### config.mk
export PLATFORM = sky130hd
export DESIGN_NAME = mux_rr_stream
export DESIGN_NICKNAME = d
export VERILOG_FILES = /design/src/rtl/mux_rr_stream.sv
export SDC_FILE = /design/constraint.sdc
export NUM_CORES = 1
export LEC_CHECK = 0
export BUFFER_PORTS_ARGS = -buffer_cell sky130_fd_sc_hd__buf_2
export CAP_MARGIN = 0
export CORE_MARGIN = 2
export CORE_UTILIZATION = 47
export CTS_BUF_LIST = sky130_fd_sc_hd__clkbuf_4 sky130_fd_sc_hd__clkbuf_8
export DETAILED_ROUTE_END_ITERATION = 12
export GPL_ROUTABILITY_DRIVEN = 0
export PLACE_DENSITY = 0.89
export SLEW_MARGIN = 20
export SYNTH_ARGS = -nofsm -noshare
export SYNTH_HDL_FRONTEND = slang
export SYNTH_SLANG_ARGS = --single-unit
### constraint.sdc
create_clock -name clk -period 4.25 [get_ports clk]
set_input_delay 0.425 -clock clk [delete_from_list [all_inputs] [get_ports clk]]
set_output_delay 0.425 -clock clk [all_outputs]
set_load 0.03 [all_outputs]
### src/rtl/mux_rr_stream.sv
// N-to-1 round-robin stream multiplexer with a single registered output slot.
// Optional packet locking (in_last/out_last) is enabled by defining MUX_RR_PKT_LOCK_EN.
module mux_rr_stream #(
  parameter int unsigned WIDTH = 32,
  parameter int unsigned N     = 4,
  parameter int unsigned SW    = 2
) (
  input  logic               clk,
  input  logic               clrn,
  input  logic [N*WIDTH-1:0] in_data,
  input  logic [N-1:0]       in_valid,
  output logic [N-1:0]       in_ready,
  output logic [WIDTH-1:0]   out_data,
  output logic               out_valid,
  input  logic               out_ready,
  output logic [SW-1:0]      out_sel
`ifdef MUX_RR_PKT_LOCK_EN
  ,
  input  logic [N-1:0]       in_last,
  output logic               out_last
`endif
);

  logic [SW-1:0]    ptr;
  logic [SW-1:0]    rr_grant;
  logic             rr_valid;
  logic [SW-1:0]    grant;
  logic             grant_valid;
  logic [SW-1:0]    grant_next;
  logic [WIDTH-1:0] sel_data;
  logic             load;
  logic             accept;

`ifdef MUX_RR_PKT_LOCK_EN
  typedef enum logic {ARB, LOCKED} lock_state_t;
  lock_state_t   lock_state;
  logic [SW-1:0] lock_ch;
  logic          sel_last;
`endif

  // Two ascending passes (indices >= ptr, then < ptr) give the modulo-N search
  // without ever forming an out-of-range index for non-power-of-two N.
  always_comb begin
    rr_grant = ptr;
    rr_valid = 1'b0;
    for (int unsigned i = 0; i < N; i++) begin
      if (!rr_valid && in_valid[i] && (i >= 32'(ptr))) begin
        rr_valid = 1'b1;
        rr_grant = SW'(i);
      end
    end
    for (int unsigned i = 0; i < N; i++) begin
      if (!rr_valid && in_valid[i] && (i < 32'(ptr))) begin
        rr_valid = 1'b1;
        rr_grant = SW'(i);
      end
    end
  end

  always_comb begin
    grant       = rr_grant;
    grant_valid = rr_valid;
`ifdef MUX_RR_PKT_LOCK_EN
    // Mid-packet the grant is pinned to the locked channel even if it idles.
    if (lock_state == LOCKED) begin
      grant       = lock_ch;
      grant_valid = 1'b0;
      for (int unsigned i = 0; i < N; i++) begin
        if (lock_ch == SW'(i)) grant_valid = in_valid[i];
      end
    end
`endif
  end

  always_comb begin
    sel_data = '0;
`ifdef MUX_RR_PKT_LOCK_EN
    sel_last = 1'b0;
`endif
    for (int unsigned i = 0; i < N; i++) begin
      if (grant == SW'(i)) begin
        sel_data = in_data[i*WIDTH +: WIDTH];
`ifdef MUX_RR_PKT_LOCK_EN
        sel_last = in_last[i];
`endif
      end
    end
  end

  assign grant_next = (grant == SW'(N-1)) ? '0 : grant + SW'(1);
  assign load       = !out_valid || out_ready;
  assign accept     = load && grant_valid;

  always_comb begin
    in_ready = '0;
    for (int unsigned i = 0; i < N; i++) begin
      in_ready[i] = clrn && accept && (grant == SW'(i));
    end
  end

  always_ff @(posedge clk or negedge clrn) begin
    if (!clrn) begin
      out_valid  <= 1'b0;
      out_data   <= '0;
      out_sel    <= '0;
      ptr        <= '0;
`ifdef MUX_RR_PKT_LOCK_EN
      out_last   <= 1'b0;
      lock_state <= ARB;
      lock_ch    <= '0;
`endif
    end else if (load) begin
      if (accept) begin
        out_valid <= 1'b1;
        out_data  <= sel_data;
        out_sel   <= grant;
`ifdef MUX_RR_PKT_LOCK_EN
        out_last  <= sel_last;
        if (sel_last) begin
          lock_state <= ARB;
          ptr        <= grant_next;
        end else begin
          lock_state <= LOCKED;
          lock_ch    <= grant;
        end
`else
        ptr       <= grant_next;
`endif
      end else begin
        out_valid <= 1'b0;
      end
    end
  end

endmodule
Word level (Yosys, flattened, before mapping)

Cells that the tools add are included.

Bits in registers: 37
Output and inout port bits: 39
Word-level logic and storage cells: 62

Magnitude comparators: 6
Add/subtract/negate cells: 1
Eq/ne operators: 3
Reductions and logical operators: 28
Muxes and demuxes: 20

Operators by type and width:

| cell                                                                               | number |
|---|---|
| 32-bit two-way mux                                                                 | 4 |
| 1-bit logical AND                                                                  | 18 |
| 2-bit two-way mux                                                                  | 8 |
| 1-bit two-way mux                                                                  | 8 |
| 1-bit logical NOT                                                                  | 7 |
| 2-bit equality test, second input constant                                         | 2 |
| 1-bit by 2-bit greater-or-equal comparator with 1-bit output, first input constant | 2 |
| 1-bit by 2-bit < comparator with 1-bit output, first input constant                | 2 |
| 2-bit by 1-bit adder with 2-bit output, second input constant                      | 1 |
| 2-bit by 1-bit equality test with 1-bit output, second input constant              | 1 |
| 2-bit greater-or-equal comparator, first input constant                            | 1 |
| 2-bit logical NOT                                                                  | 1 |
| 2-bit < comparator, first input constant                                           | 1 |
| 2-bit AND reduction                                                                | 1 |
| 1-bit logical OR                                                                   | 1 |

Longest topological paths before layout

Depth in word-level cells: 31
Mapped depth: 9
Gate-level depth less buffers: 7

Least setup slack after synthesis

No wires, ideal clock.

Path type: input-to-output
Start point: input in_valid[0]
End point: output in_ready[2]
Stages on the path: 7
Data required time: 3.825 ns
Slack: 1.576 ns
Data arrival time: 2.249 ns
Path through: nor2b_1 > or4_1 > nand2_1 > ha_1 > clkbuf_1 > clkbuf_1 > and3_1

RTL lines:

| what                            | RTL line | text |
|---|---|---|
| from (decl)                     | 11       | `input logic [N-1:0] in_valid,` |
| 1-bit logical AND               | 47       | `if (!rr_valid && in_valid[i] && (i >= 32'(ptr))) begin` |
| 1-bit two-way mux               | 47       |  |
| 1-bit logical NOT               | 47       |  |
| 1-bit logical AND (2 in series) | 47       |  |
| 1-bit two-way mux               | 47       |  |
| 1-bit logical NOT               | 47       |  |
| 1-bit logical AND (2 in series) | 47       |  |
| 1-bit two-way mux               | 47       |  |
| (+8 left out)                   | -        |  |
| 1-bit logical AND (2 in series) | 53       | `if (!rr_valid && in_valid[i] && (i < 32'(ptr))) begin` |
| 1-bit two-way mux               | 53       |  |
| 1-bit logical NOT               | 53       |  |
| 1-bit logical AND (2 in series) | 53       |  |
| 2-bit two-way mux *             | 53       |  |
| named net grant[1]              | 27       | `logic [SW-1:0] grant;` |
| 2-bit equality test *           | 97       | `in_ready[i] = clrn && accept && (grant == SW'(i));` |
| 1-bit logical AND *             | 97       |  |
| to (decl)                       | 12       | `output logic [N-1:0] in_ready,` |

Mark *: on every way through the listed nets, which the timed path passes. The rest lies on a longest branch.

Final worst setup path

Start point: register ptr[1]
End point: output in_ready[3]

RTL lines:

| what                                                         | RTL line | text |
|---|---|---|
| from (decl)                                                  | 24       | `logic [SW-1:0] ptr;` |
| from (signal assigned)                                       | 127      | `ptr <= grant_next;` |
| 1-bit by 2-bit greater-or-equal comparator with 1-bit output | 47       |  |
| 1-bit logical AND                                            | 47       |  |
| 1-bit two-way mux                                            | 47       |  |
| 1-bit logical NOT                                            | 47       |  |
| 1-bit logical AND (2 in series)                              | 47       |  |
| 1-bit two-way mux                                            | 47       |  |
| 1-bit logical NOT                                            | 47       |  |
| 1-bit logical AND (2 in series)                              | 47       |  |
| (+9 left out)                                                | -        |  |
| 1-bit logical AND (2 in series)                              | 53       |  |
| 1-bit two-way mux                                            | 53       |  |
| 1-bit logical NOT                                            | 53       |  |
| 1-bit logical AND (2 in series)                              | 53       |  |
| 2-bit two-way mux *                                          | 53       |  |
| named net grant[1]                                           | 27       |  |
| 2-bit equality test *                                        | 97       |  |
| 1-bit logical AND *                                          | 97       |  |

Marked as above.

==> tab_implementation.tex <==
\begin{tabular}{lr}
\hline
Metric & Value \\
\hline
\multicolumn{2}{l}{\textbf{Status}} \\
\quad Outcome & complete, no violations \\
\multicolumn{2}{l}{\textbf{Critical path}} \\
\quad CP required & 3.83 ns \\
\quad Sort of element at the end of the critical path & output port \\
\quad Worst endpoint data arrival time & between 2 and 3 ns \\
\quad Kind of critical path & reg2out \\
\quad Startpoint Class & flip-flop \\
\quad Maximum fanout count along the critical path & 34 \\
\multicolumn{2}{l}{\textbf{Power and ir drop}} \\
\quad IR Drop Worst-Case VDD & roughly 0.00038 V \\
\quad Switching share of total power & 0.486 \\
\quad Power share of the clock group & 0.111 \\
\quad Leakage dissipation & between 0.0015 and 0.002 uW \\
\quad Power share of the combinational group & 0.629 \\
\quad Internal cell power & approximately 1200 uW \\
\quad Power Density & between 600 and 700 mW/mm\^{}2 \\
\quad Reported net switching power & between 1000 and 1500 uW \\
\quad Share of total power in sequential cells & 0.261 \\
\multicolumn{2}{l}{\textbf{Clocking}} \\
\quad Quantity of hold-fixing buffers added after cts & 0 \\
\quad Skew-Pair Late Insertion Delay & approximately 0.29 ns \\
\quad CTS tree & built \\
\quad CTS Sinks & 37 \\
\quad Root Buffer Master & sky130\_fd\_sc\_hd\_\_clkbuf\_8 \\
\quad Clk pin slew, worst setup/hold paths & around 0.08 ns \\
\quad Post-CTS setup repair buffer count & 0 \\
\quad Number of buffers on the longest clock path & 2 \\
\quad Cts repair resizes & 0 \\
\quad TritonCTS buffer count & 5 \\
\quad Count of H-tree levels built during CTS & 2 \\
\multicolumn{2}{l}{\textbf{STA}} \\
\quad RSZ-0062 raised after global routing & no \\
\quad Worst slew pin tran & around 1.0 ns \\
\quad Pins Over Slew Limit & 0 \\
\quad Setup TNS & 0 ns \\
\quad Period minus WS final & about 3 ns \\
\quad Final setup skew & about 0.0094 ns \\
\quad Count of final hold-check violations & 0 \\
\quad Final setup violation count & 0 \\
\quad Fmax & between 300 and 400 MHz \\
\quad Worst slew margin & 0.314 \\
\quad Final critical-path share of the clock period & 0.725 \\
\multicolumn{2}{l}{\textbf{Detailed routing}} \\
\quad Final routed wirelength across all metal layers & 8930 um \\
\quad Routed wire per std cell & 16.1 um \\
\quad Remaining number of nets flagged by the antenna check after routing & 0 \\
\quad Number of detailed-routing iterations run before antenna repair & 4 \\
\quad Total via count in the routed design & roughly 3300 \\
\quad Number of vias per cell after detailed routing & about 5.8 \\
\quad Post-route DRC & 0 \\
\quad Initial DRC count & $\sim$220 \\
\multicolumn{2}{l}{\textbf{Synth}} \\
\quad Top post-synthesis cells by area & sky130\_fd\_sc\_hd\_\_dfrtp\_1, sky130\_fd\_sc\_hd\_\_a21oi\_1, sky130\_fd\_sc\_hd\_\_a221o\_1 \\
\quad Yosys warning count & 0 \\
\quad Portion of the post-synthesis area used by sequential elements & 0.345 \\
\quad Count of distinct cell types in the synthesized netlist & 29 \\
\quad Area share of the leading cell type in the synthesized netlist & 0.345 \\
\quad Library cell with the largest summed area after synthesis & sky130\_fd\_sc\_hd\_\_dfrtp\_1 \\
\quad Most common flop cell mapped by yosys & sky130\_fd\_sc\_hd\_\_dfrtp\_1 \\
\quad Post-synth EDFFs & 0 \\
\quad Number of nets in the synthesized netlist & approximately 480 \\
\quad Syn avg cell area & about 8 um\^{}2 \\
\quad Post-Synthesis Cells & roughly 340 \\
\quad FFs w/ async S/R, synth & 1.00 \\
\quad Mapped Area & around 0.0027 mm\^{}2 \\
\quad \#FFs+latches synth & 37 \\
\multicolumn{2}{l}{\textbf{Die}} \\
\quad Die extent in y & a little under 80 um \\
\quad Placement Rows & 27 \\
\quad Die boundary width & a little under 80 um \\
\quad CORE AREA & between 0.005 and 0.006 mm\^{}2 \\
\quad Area of the die & 0.00633 mm\^{}2 \\
\quad Total I/O pin count & between 150 and 200 \\
\quad Starting density of the core & 0.488 \\
\multicolumn{2}{l}{\textbf{Cells and area}} \\
\quad Most common cell after layout, fill and taps aside & sky130\_fd\_sc\_hd\_\_buf\_2 \\
\quad Number of nets in the final layout & slightly above 600 \\
\quad Final design utilization & 0.656 \\
\quad Most frequent cells in the layout & sky130\_fd\_sc\_hd\_\_buf\_2, sky130\_fd\_sc\_hd\_\_a21oi\_1, sky130\_fd\_sc\_hd\_\_dfrtp\_1 \\
\quad Ratio of cells with drive above 1 in the final layout & 0.397 \\
\quad Number of antenna diodes & 0 \\
\quad Area added between synthesis and finish & 34.6\% \\
\multicolumn{2}{l}{\textbf{Global route}} \\
\quad Wire length of the first global-routing pass & $\sim$14000 um \\
\quad Overall overflow remaining after global route & 0 \\
\quad Number of global-route vias before repair & 3094 \\
\quad Global-route usage over all layers & 0.275 \\
\quad Initial antenna violation count & 0 \\
\quad Pin count of the biggest net entering global routing & 66 \\
\multicolumn{2}{l}{\textbf{Flow run}} \\
\quad Max cap viols & 0 \\
\multicolumn{2}{l}{\textbf{Placement}} \\
\quad DPL Wire Length & 6190 um \\
\quad Number of buffer cells added on primary ports & roughly 170 \\
\multicolumn{2}{l}{\textbf{Hold path}} \\
\quad Kind of path behind the tightest hold check & in2async \\
\hline
\end{tabular}
==> layout make-up <==
class	count	area (um^2)
fillers	495	1890
inverters	33	124
clock buffers	7	90.1
well taps	72	90.1
flip-flops and latches	37	926
repair buffers	179	911
multi-input cells	228	1470
==> layer usage <==
metal,GRT usage,wire [um],vias to the layer above
li1,-,-,1522
met1,0.309,3470,1499
met2,0.512,4420,205
met3,0.0532,841,25
met4,0.100,196,0
met5,0,0,-
==> cells by family (layout without fill, tap and decap cells) <==
group,count (synthesis),after routing,share of synthesized area
buf+inv,71,219,0.109
compound gates,139,139,0.343
mux,1,1,0.00419
flops,37,37,0.345
simple gates,84,84,0.181
fa+ha+maj,4,4,0.0186
==> power groups by stage <==
stage | Clock, uW | Sequential [uW] | Combinational, uW
global route | 276 | 621 | 1570
CTS | 262 | 602 | 1440
floorplan | 0 | 904 | 755
finish | 256 | 603 | 1450
detailed placement | 0 | 607 | 1440
global placement | 0 | 599 | 1400
==> path summary, 6_finish.rpt <==
path / start / to / slack, ns / cells after the start
max: ptr[1]$_DFFE_PN0P_ / in_ready[3] / 1.17 / 6
min: clrn / out_data[23]$_DFFE_PN0P_ / 0.08 / 1
max reg2reg: ptr[1]$_DFFE_PN0P_ / out_data[0]$_DFFE_PN0P_ / 1.32 / 8
min reg2reg: out_sel[0]$_DFFE_PN0P_ / out_sel[0]$_DFFE_PN0P_ / 0.53 / 2
max in group asynchronous: clrn / out_data[5]$_DFFE_PN0P_ / 3.49 / 2
min in group clk: in_data[118] / out_data[22]$_DFFE_PN0P_ / 0.40 / 3
==> metrics by stage <==
| step | instances | setup WS, ns | area, um^2 | power, uW | hold slack (ns) |
|---|---|---|---|---|---|
| after floorplan | 336 | 1.58 | 2690 | 1660 | 0.129 |
| after global placement | 549 | 1.33 | 3520 | 2000 | 0.394 |
| after detailed placement | 549 | 1.25 | 3520 | 2050 | 0.397 |
| after CTS | 556 | 1.15 | 3610 | 2310 | 0.0868 |
| after global routing | 556 | 0.978 | 3610 | 2470 | 0.101 |
| final | 556 | 1.17 | 3610 | 2310 | 0.0843 |
==> Yosys cell counts (all sizes together), types with 2 or more instances <==
library cell,number
a21oi,65
a31oi,33
clkbuf,32
dfrtp,37
buf,6
or4,2
nand3b,32
and2,2
a221o,32
o21ai,3
nand2b,2
and3,5
inv,33
ha,4
nand2,33
nor2b,4
==> critical path: stages (launching register included) <==
cell and delay, ns:
sky130_fd_sc_hd__dfrtp_1 0.45, sky130_fd_sc_hd__and3b_1 0.20, sky130_fd_sc_hd__or4_1 0.51, sky130_fd_sc_hd__nand2_1 0.12
sky130_fd_sc_hd__ha_2 0.61, sky130_fd_sc_hd__and3_1 0.28, sky130_fd_sc_hd__buf_2 0.20
==> sequential cells by signal (all words and copies together) (netlist names) <==
signal     cells
out_sel        2
ptr            2
out_data      32
out_valid      1
Power figures use the tool's default switching activity.
